[src/rtl/rom_fetch_arbiter_pkg.sv]
// Shared definitions for the program-ROM fetch arbiter.
// Holds the arbiter state encoding, the grant identifiers and the default
// SDRAM word bases of the two program ROMs. The SDRAM loader uses the same
// base constants so that the image offsets always match.
package rom_fetch_arbiter_pkg;

  typedef enum logic [1:0] {
    IDLE   = 2'd0,
    BUSY_P = 2'd1,
    BUSY_S = 2'd2
  } arb_state_t;

  localparam logic GRANT_P = 1'b0;
  localparam logic GRANT_S = 1'b1;

  localparam int          ROM_AW_DEF    = 24;
  localparam logic [23:0] MAIN_BASE_DEF = 24'h000000;
  localparam logic [23:0] SND_BASE_DEF  = 24'h040000;

endpackage

[src/rtl/rom_fetch_arbiter_client.sv]
// Per-CPU side of the ROM fetch arbiter.
// Tracks whether the current bus cycle has already been served, detects a
// bus cycle that ends before its read returns, captures read data and
// drives the registered, as_n-gated DTACK.
// Ports:
//   clk, reset_n  clock and asynchronous active-low reset
//   cs, as_n      decoded ROM select and address strobe of this CPU
//   busy          arbiter is currently running a read for this CPU
//   rom_valid     read data strobe from the SDRAM ROM channel
//   rom_data      read data from the SDRAM ROM channel
//   pending       this CPU wants a ROM read now
//   dtack_n       data acknowledge to the CPU (active low)
//   dout          last data delivered to this CPU
module rom_port_client
  import rom_fetch_arbiter_pkg::*;
(
  input  logic        clk,
  input  logic        reset_n,
  input  logic        cs,
  input  logic        as_n,
  input  logic        busy,
  input  logic        rom_valid,
  input  logic [15:0] rom_data,
  output logic        pending,
  output logic        dtack_n,
  output logic [15:0] dout
);

  logic        served_q, served_d;
  logic        dtack_q, dtack_d;
  logic        aborted_q, aborted_d;
  logic [15:0] dout_q, dout_d;
  logic        deliver;

  always_comb begin
    // Data goes to the CPU only if its bus cycle survived the whole read.
    deliver   = busy & rom_valid & ~as_n & ~aborted_q;
    // Once as_n has been seen high during the read, the read belongs to a
    // finished bus cycle even if as_n falls again before rom_valid.
    aborted_d = busy & ~rom_valid & (aborted_q | as_n);
    served_d  = as_n ? 1'b0 : (served_q | deliver);
    dtack_d   = as_n ? 1'b0 : (dtack_q | deliver);
    dout_d    = deliver ? rom_data : dout_q;
  end

  always_ff @(posedge clk or negedge reset_n) begin
    if (!reset_n) begin
      served_q  <= 1'b0;
      dtack_q   <= 1'b0;
      aborted_q <= 1'b0;
      dout_q    <= 16'h0000;
    end else begin
      served_q  <= served_d;
      dtack_q   <= dtack_d;
      aborted_q <= aborted_d;
      dout_q    <= dout_d;
    end
  end

  assign pending = cs & ~as_n & ~served_q;
  // The CPU ends its cycle by raising as_n; release DTACK in that same cycle.
  assign dtack_n = ~(dtack_q & ~as_n);
  assign dout    = dout_q;

endmodule

[src/rtl/rom_fetch_arbiter.sv]
// Program-ROM fetch arbiter between the main and the sound 68000.
// Turns each CPU's ROM chip select plus address strobe into a single word
// read on the shared SDRAM ROM port, splits ties round-robin and returns
// data with a registered DTACK.
//
//   state  | meaning
//   -------+-------------------------------------------------
//   IDLE   | no read outstanding, choosing the next requester
//   BUSY_P | read for the main CPU outstanding on the port
//   BUSY_S | read for the sound CPU outstanding on the port
//
// Ports:
//   clk, reset_n                    clock, asynchronous active-low reset
//   m68kp_rom_cs/as_n/a             main CPU select, strobe, byte address
//   m68kp_rom_dtack_n/rom_dout      main CPU acknowledge and read data
//   m68ks_rom_cs/as_n/a             sound CPU select, strobe, byte address
//   m68ks_rom_dtack_n/rom_dout      sound CPU acknowledge and read data
//   rom_req, rom_addr               read request level and word address
//   rom_valid, rom_data             read completion pulse and data
module rom_fetch_arbiter
  import rom_fetch_arbiter_pkg::*;
#(
  parameter int                MEM_AW    = ROM_AW_DEF,
  parameter logic [MEM_AW-1:0] MAIN_BASE = MEM_AW'(MAIN_BASE_DEF),
  parameter logic [MEM_AW-1:0] SND_BASE  = MEM_AW'(SND_BASE_DEF)
) (
  input  logic              clk,
  input  logic              reset_n,
  input  logic              m68kp_rom_cs,
  input  logic              m68kp_as_n,
  input  logic [23:0]       m68kp_a,
  output logic              m68kp_rom_dtack_n,
  output logic [15:0]       m68kp_rom_dout,
  input  logic              m68ks_rom_cs,
  input  logic              m68ks_as_n,
  input  logic [23:0]       m68ks_a,
  output logic              m68ks_rom_dtack_n,
  output logic [15:0]       m68ks_rom_dout,
  output logic              rom_req,
  output logic [MEM_AW-1:0] rom_addr,
  input  logic              rom_valid,
  input  logic [15:0]       rom_data
);

  arb_state_t        state_q, state_d;
  logic              last_grant_q, last_grant_d;
  logic              rom_req_q, rom_req_d;
  logic [MEM_AW-1:0] rom_addr_q, rom_addr_d;

  logic              p_pend, s_pend;
  logic              grant_s;
  logic [MEM_AW-1:0] addr_p, addr_s;
  logic              unused_addr_bits;

  // Main ROM spans 512 KiB, sound ROM 128 KiB; upper bits and A0 are not
  // part of the word offset.
  assign addr_p = MAIN_BASE + MEM_AW'(m68kp_a[18:1]);
  assign addr_s = SND_BASE  + MEM_AW'(m68ks_a[16:1]);
  assign unused_addr_bits = ^{m68kp_a[23:19], m68kp_a[0], m68ks_a[23:17], m68ks_a[0]};

  rom_port_client u_client_p (
    .clk       (clk),
    .reset_n   (reset_n),
    .cs        (m68kp_rom_cs),
    .as_n      (m68kp_as_n),
    .busy      (state_q == BUSY_P),
    .rom_valid (rom_valid),
    .rom_data  (rom_data),
    .pending   (p_pend),
    .dtack_n   (m68kp_rom_dtack_n),
    .dout      (m68kp_rom_dout)
  );

  rom_port_client u_client_s (
    .clk       (clk),
    .reset_n   (reset_n),
    .cs        (m68ks_rom_cs),
    .as_n      (m68ks_as_n),
    .busy      (state_q == BUSY_S),
    .rom_valid (rom_valid),
    .rom_data  (rom_data),
    .pending   (s_pend),
    .dtack_n   (m68ks_rom_dtack_n),
    .dout      (m68ks_rom_dout)
  );

  // Sound wins when it is alone, or on a tie when main had the last tie.
  assign grant_s = s_pend & (~p_pend | (last_grant_q == GRANT_P));

  always_comb begin
    state_d      = state_q;
    last_grant_d = last_grant_q;
    rom_req_d    = rom_req_q;
    rom_addr_d   = rom_addr_q;
    unique case (state_q)
      IDLE: begin
        rom_req_d = 1'b0;
        if (p_pend | s_pend) begin
          state_d    = grant_s ? BUSY_S : BUSY_P;
          rom_req_d  = 1'b1;
          rom_addr_d = grant_s ? addr_s : addr_p;
          // Only ties move the round-robin pointer.
          if (p_pend & s_pend) begin
            last_grant_d = grant_s ? GRANT_S : GRANT_P;
          end
        end
      end
      BUSY_P, BUSY_S: begin
        if (rom_valid) begin
          state_d   = IDLE;
          rom_req_d = 1'b0;
        end
      end
      default: begin
        state_d   = IDLE;
        rom_req_d = 1'b0;
      end
    endcase
  end

  always_ff @(posedge clk or negedge reset_n) begin
    if (!reset_n) begin
      state_q      <= IDLE;
      last_grant_q <= GRANT_S;
      rom_req_q    <= 1'b0;
      rom_addr_q   <= '0;
    end else begin
      state_q      <= state_d;
      last_grant_q <= last_grant_d;
      rom_req_q    <= rom_req_d;
      rom_addr_q   <= rom_addr_d;
    end
  end

  assign rom_req  = rom_req_q;
  assign rom_addr = rom_addr_q;

endmodule

[config.mk]
export PLATFORM = sky130hd
export DESIGN_NAME = rom_fetch_arbiter
export DESIGN_NICKNAME = d
export VERILOG_FILES = /design/src/rtl/rom_fetch_arbiter_pkg.sv /design/src/rtl/rom_fetch_arbiter_client.sv /design/src/rtl/rom_fetch_arbiter.sv
export SDC_FILE = /design/constraint.sdc
export NUM_CORES = 1
export LEC_CHECK = 0
export BUFFER_PORTS_ARGS = -buffer_cell sky130_fd_sc_hd__buf_2
export CORE_ASPECT_RATIO = 0.7
export CORE_MARGIN = 1
export CORE_UTILIZATION = 45
export CTS_BUF_LIST = sky130_fd_sc_hd__clkbuf_16
export CTS_CLUSTER_DIAMETER = 30
export DETAILED_ROUTE_END_ITERATION = 8
export PLACE_DENSITY = 0.83
export SLEW_MARGIN = 20
export SYNTH_ARGS = -nofsm -noshare
export SYNTH_HDL_FRONTEND = slang
export SYNTH_SLANG_ARGS = --single-unit
[constraint.sdc]
create_clock -name clk -period 4.8 [get_ports clk]
set_clock_uncertainty 0.2 [all_clocks]
set_input_delay 0.72 -clock clk [delete_from_list [all_inputs] [get_ports clk]]
set_output_delay 0.72 -clock clk [all_outputs]
set_load 0.005 [all_outputs]
==> results.cfg <==
[logic_synthesis]
syn_area_per_cell_um2 = 14.0
synth_top_cell_by_area = dfrtp_1
ys_types = 30
synthCells = 184
ys_seq_elements = 61
synth_edf_count = 0
synth_flop_cell = dfrtp_1
ys_top_cells_by_area = dfrtp_1, mux2_2, a221o_1
synth_area_mm2 = 0.00257
synthMostInstantiatedCell = dfrtp_1
synth_warnings = 0
synth_common_cells = dfrtp_1, mux2_2, nor3b_1
yosys.area.top_type_share_pct = 58.4
synth_seq_area_share_pct = 59.4
postSynth.asyncResetShare_pct = 100

[power]
power_density_mw_per_mm2 = 636
totalPowerFinal_mw = 2.17
vdd_drop_max_mv = 0.356
p_leak_nw = 1.74

[detailed_routing]
viasPerCell = 5.09
ant_nets = 0
wire_per_inst_um = 14.8
vias = 1893
first_iter_violations = 74
dr.pass1.iters = 5
drc_errors = 0
wl_um = 5490

[job]
cap_violations = 0

[status]
status = finished, final reports clean

[setup_path]
cp_max_fo = 19
slowest_stage = o21a_1
arrival_ns = 2.46
cp.required_ns = 4.84
path_class = reg -> reg
max_stage_delay_ns = 0.66
path_cells = inv_1 > ha_1 > and4bb_2 > o21a_1 > a221o_1
endpoint_kind = flop
critPathTopFamily = compound AO/OA/AOI/OAI gates
critPathLaunchType = flop
critPathBufInv = 1

[layout]
layout-drive-gt1-share_pct = 52.7
syn2layout_area_growth_pct = 32.5
nets = 369
diodes = 0

[clock_tree]
cts_tree = built
clockBufferDepth = 2
clk_latency_ns = 0.31
hold_buffers = 0
cts_setup_buffers = 0
htree_levels = 3
cts_sinks = 61
cts_resized = 0
root_buffer = clkbuf_16
cts_made_buffers = 9
clk_pin_slew_ns = 0.05

[timing]
max_freq_ghz = 0.414
max_slew_margin_pct = 50.8
slew_violations = 0
worstMarginPinSlew_ns = 0.738
fin_setup_tns_ns = 0
rsz0062_at_grt = no
layout_min_cycle_time_ns = 2.42
finalHoldViolations = 0
setup_violations = 0
finalCritPeriodShare_pct = 50.4

[floorplan]
die_width_um = 92.4
die_area_mm2 = 0.00603
dieHeight_um = 65.3
initial_core_util_pct = 47.9
design.core.area_mm2 = 0.00537
rows = 22
ioPinCount = 130

[grt]
grt_max_degree = 62
grt_pass1_vias = 1927
globalRouteOverflowTotal = 0
grt_pass1_wl_um = 8850
grt_usage_pct = 19.3
antenna_found_initial = 0

[placement]
portBuffers = 110
dp_hpwl_um = 3960
gp_congestion = 0.713

[min_path]
min_path_type = reg -> reg
[cell type report]
| type | count | area [um^2] |
|---|---|---|
| clock inverter | 7 | 53.8 |
| inverter | 5 | 18.8 |
| clock buffer | 9 | 225 |
| fill | 462 | 1960 |
| multi-input combinational | 106 | 927 |
| timing repair buffer | 112 | 566 |
| sequential | 61 | 1530 |
| tap | 72 | 90.1 |
[final timing paths]
path,from,end,slack (ns),cells past startpoint
worst max-delay path,state_q[0],rom_addr[15],2.38,5
worst min-delay path,rom_req,rom_req,0.28,2
worst max register to register,state_q[0],rom_addr[15],2.38,5
worst min register to register,rom_req,rom_req,0.28,2
max in group asynchronous,reset_n,u_client_p.aborted_q,3.55,2
min in group asynchronous,reset_n,rom_addr[9],0.35,2
[report_power, final]
| group | internal, mW | switching [mW] | leakage [nW] |
|---|---|---|---|
| combinational | 0.409 | 0.306 | 0.830 |
| clock | 0.390 | 0.199 | 0.152 |
| sequential | 0.753 | 0.109 | 0.758 |
| total | 1.55 | 0.614 | 1.74 |
[per-layer routing]
metal | part of all wire [%] | vias to the layer above | track usage (%)
met5 | 0 | - | 0
met2 | 47 | 61 | 31.9
met4 | 1.2 | 0 | 7.23
li1 | - | 897 | -
met1 | 45 | 929 | 23.4
met3 | 6.2 | 6 | 6.94
[cell usage in the layout, fill, tap and decap left out]
cell type	netlist	layout
buf_2	6	110
dfrtp_1	60	60
mux2_2	32	32
nor3b_1	18	18
a221o_1	16	16
inv_1	5	9
clkbuf_16	0	9
conb_1	1	5
nor2_1	3	3
o21ai_0	3	3
nand2b_1	3	3
nand2_1	3	3
ha_1	3	3
nand3_1	2	2
or3b_1	2	2
o21a_1	2	2
a21oi_1	2	2
o2bb2ai_1	2	2
and3_1	2	2
a22o_1	2	2
buf_4	5	2
nor4bb_2	0	1
nor2b_1	1	1
and4bb_2	1	1
and2b_1	1	1
xnor2_1	1	1
a21o_1	1	1
bufinv_16	0	1
clkinv_2	0	1
clkinv_1	0	1
dfstp_2	1	1
[cell families (layout without fill, tap and decap cells)]
| group | after synthesis | count (layout) | share of synthesized area, % |
|---|---|---|---|
| buffers and inverters | 21 | 133 | 5.40 |
| adders and majority gates | 3 | 3 | 1.46 |
| DFF | 61 | 61 | 59.4 |
| xor gates and xnor gates | 1 | 1 | 0.341 |
| muxes | 32 | 32 | 14.0 |
| AOI/OAI and AO/OA | 28 | 28 | 9.44 |
| and+or+nand+nor | 37 | 37 | 9.83 |
| other | 1 | 5 | 0.146 |
[registers in the layout (all words and copies together), names as in the netlist]
signal / cells
u_client_p.dout: 16
state_q: 2
rom_req: 1
last_grant_q: 1
u_client_s.dout: 16
u_client_s.served_q: 1
rom_addr: 19
u_client_s.dtack_q: 1
u_client_p.served_q: 1
u_client_p.aborted_q: 1
u_client_s.aborted_q: 1
u_client_p.dtack_q: 1
[stage by stage]
step	setup slack [ns]	util (%)	cells	hold slack [ns]	cell area, um^2
after floorplan	2.65	-	188	0.224	2590
after global placement	2.20	58.3	356	0.259	3130
after detailed placement	2.19	58.3	356	0.267	3130
after CTS	2.41	63.5	372	0.278	3410
after global routing	2.25	63.5	372	0.301	3410
final	2.38	63.5	372	0.277	3410
[worst register-to-register path, cell delays in order (launching register included)]
cell and delay (ns):
dfrtp_1 0.37, inv_1 0.10, ha_1 0.22, and4bb_2 0.52, o21a_1 0.67, a221o_1 0.27
(Power assumes the default switching activity.)
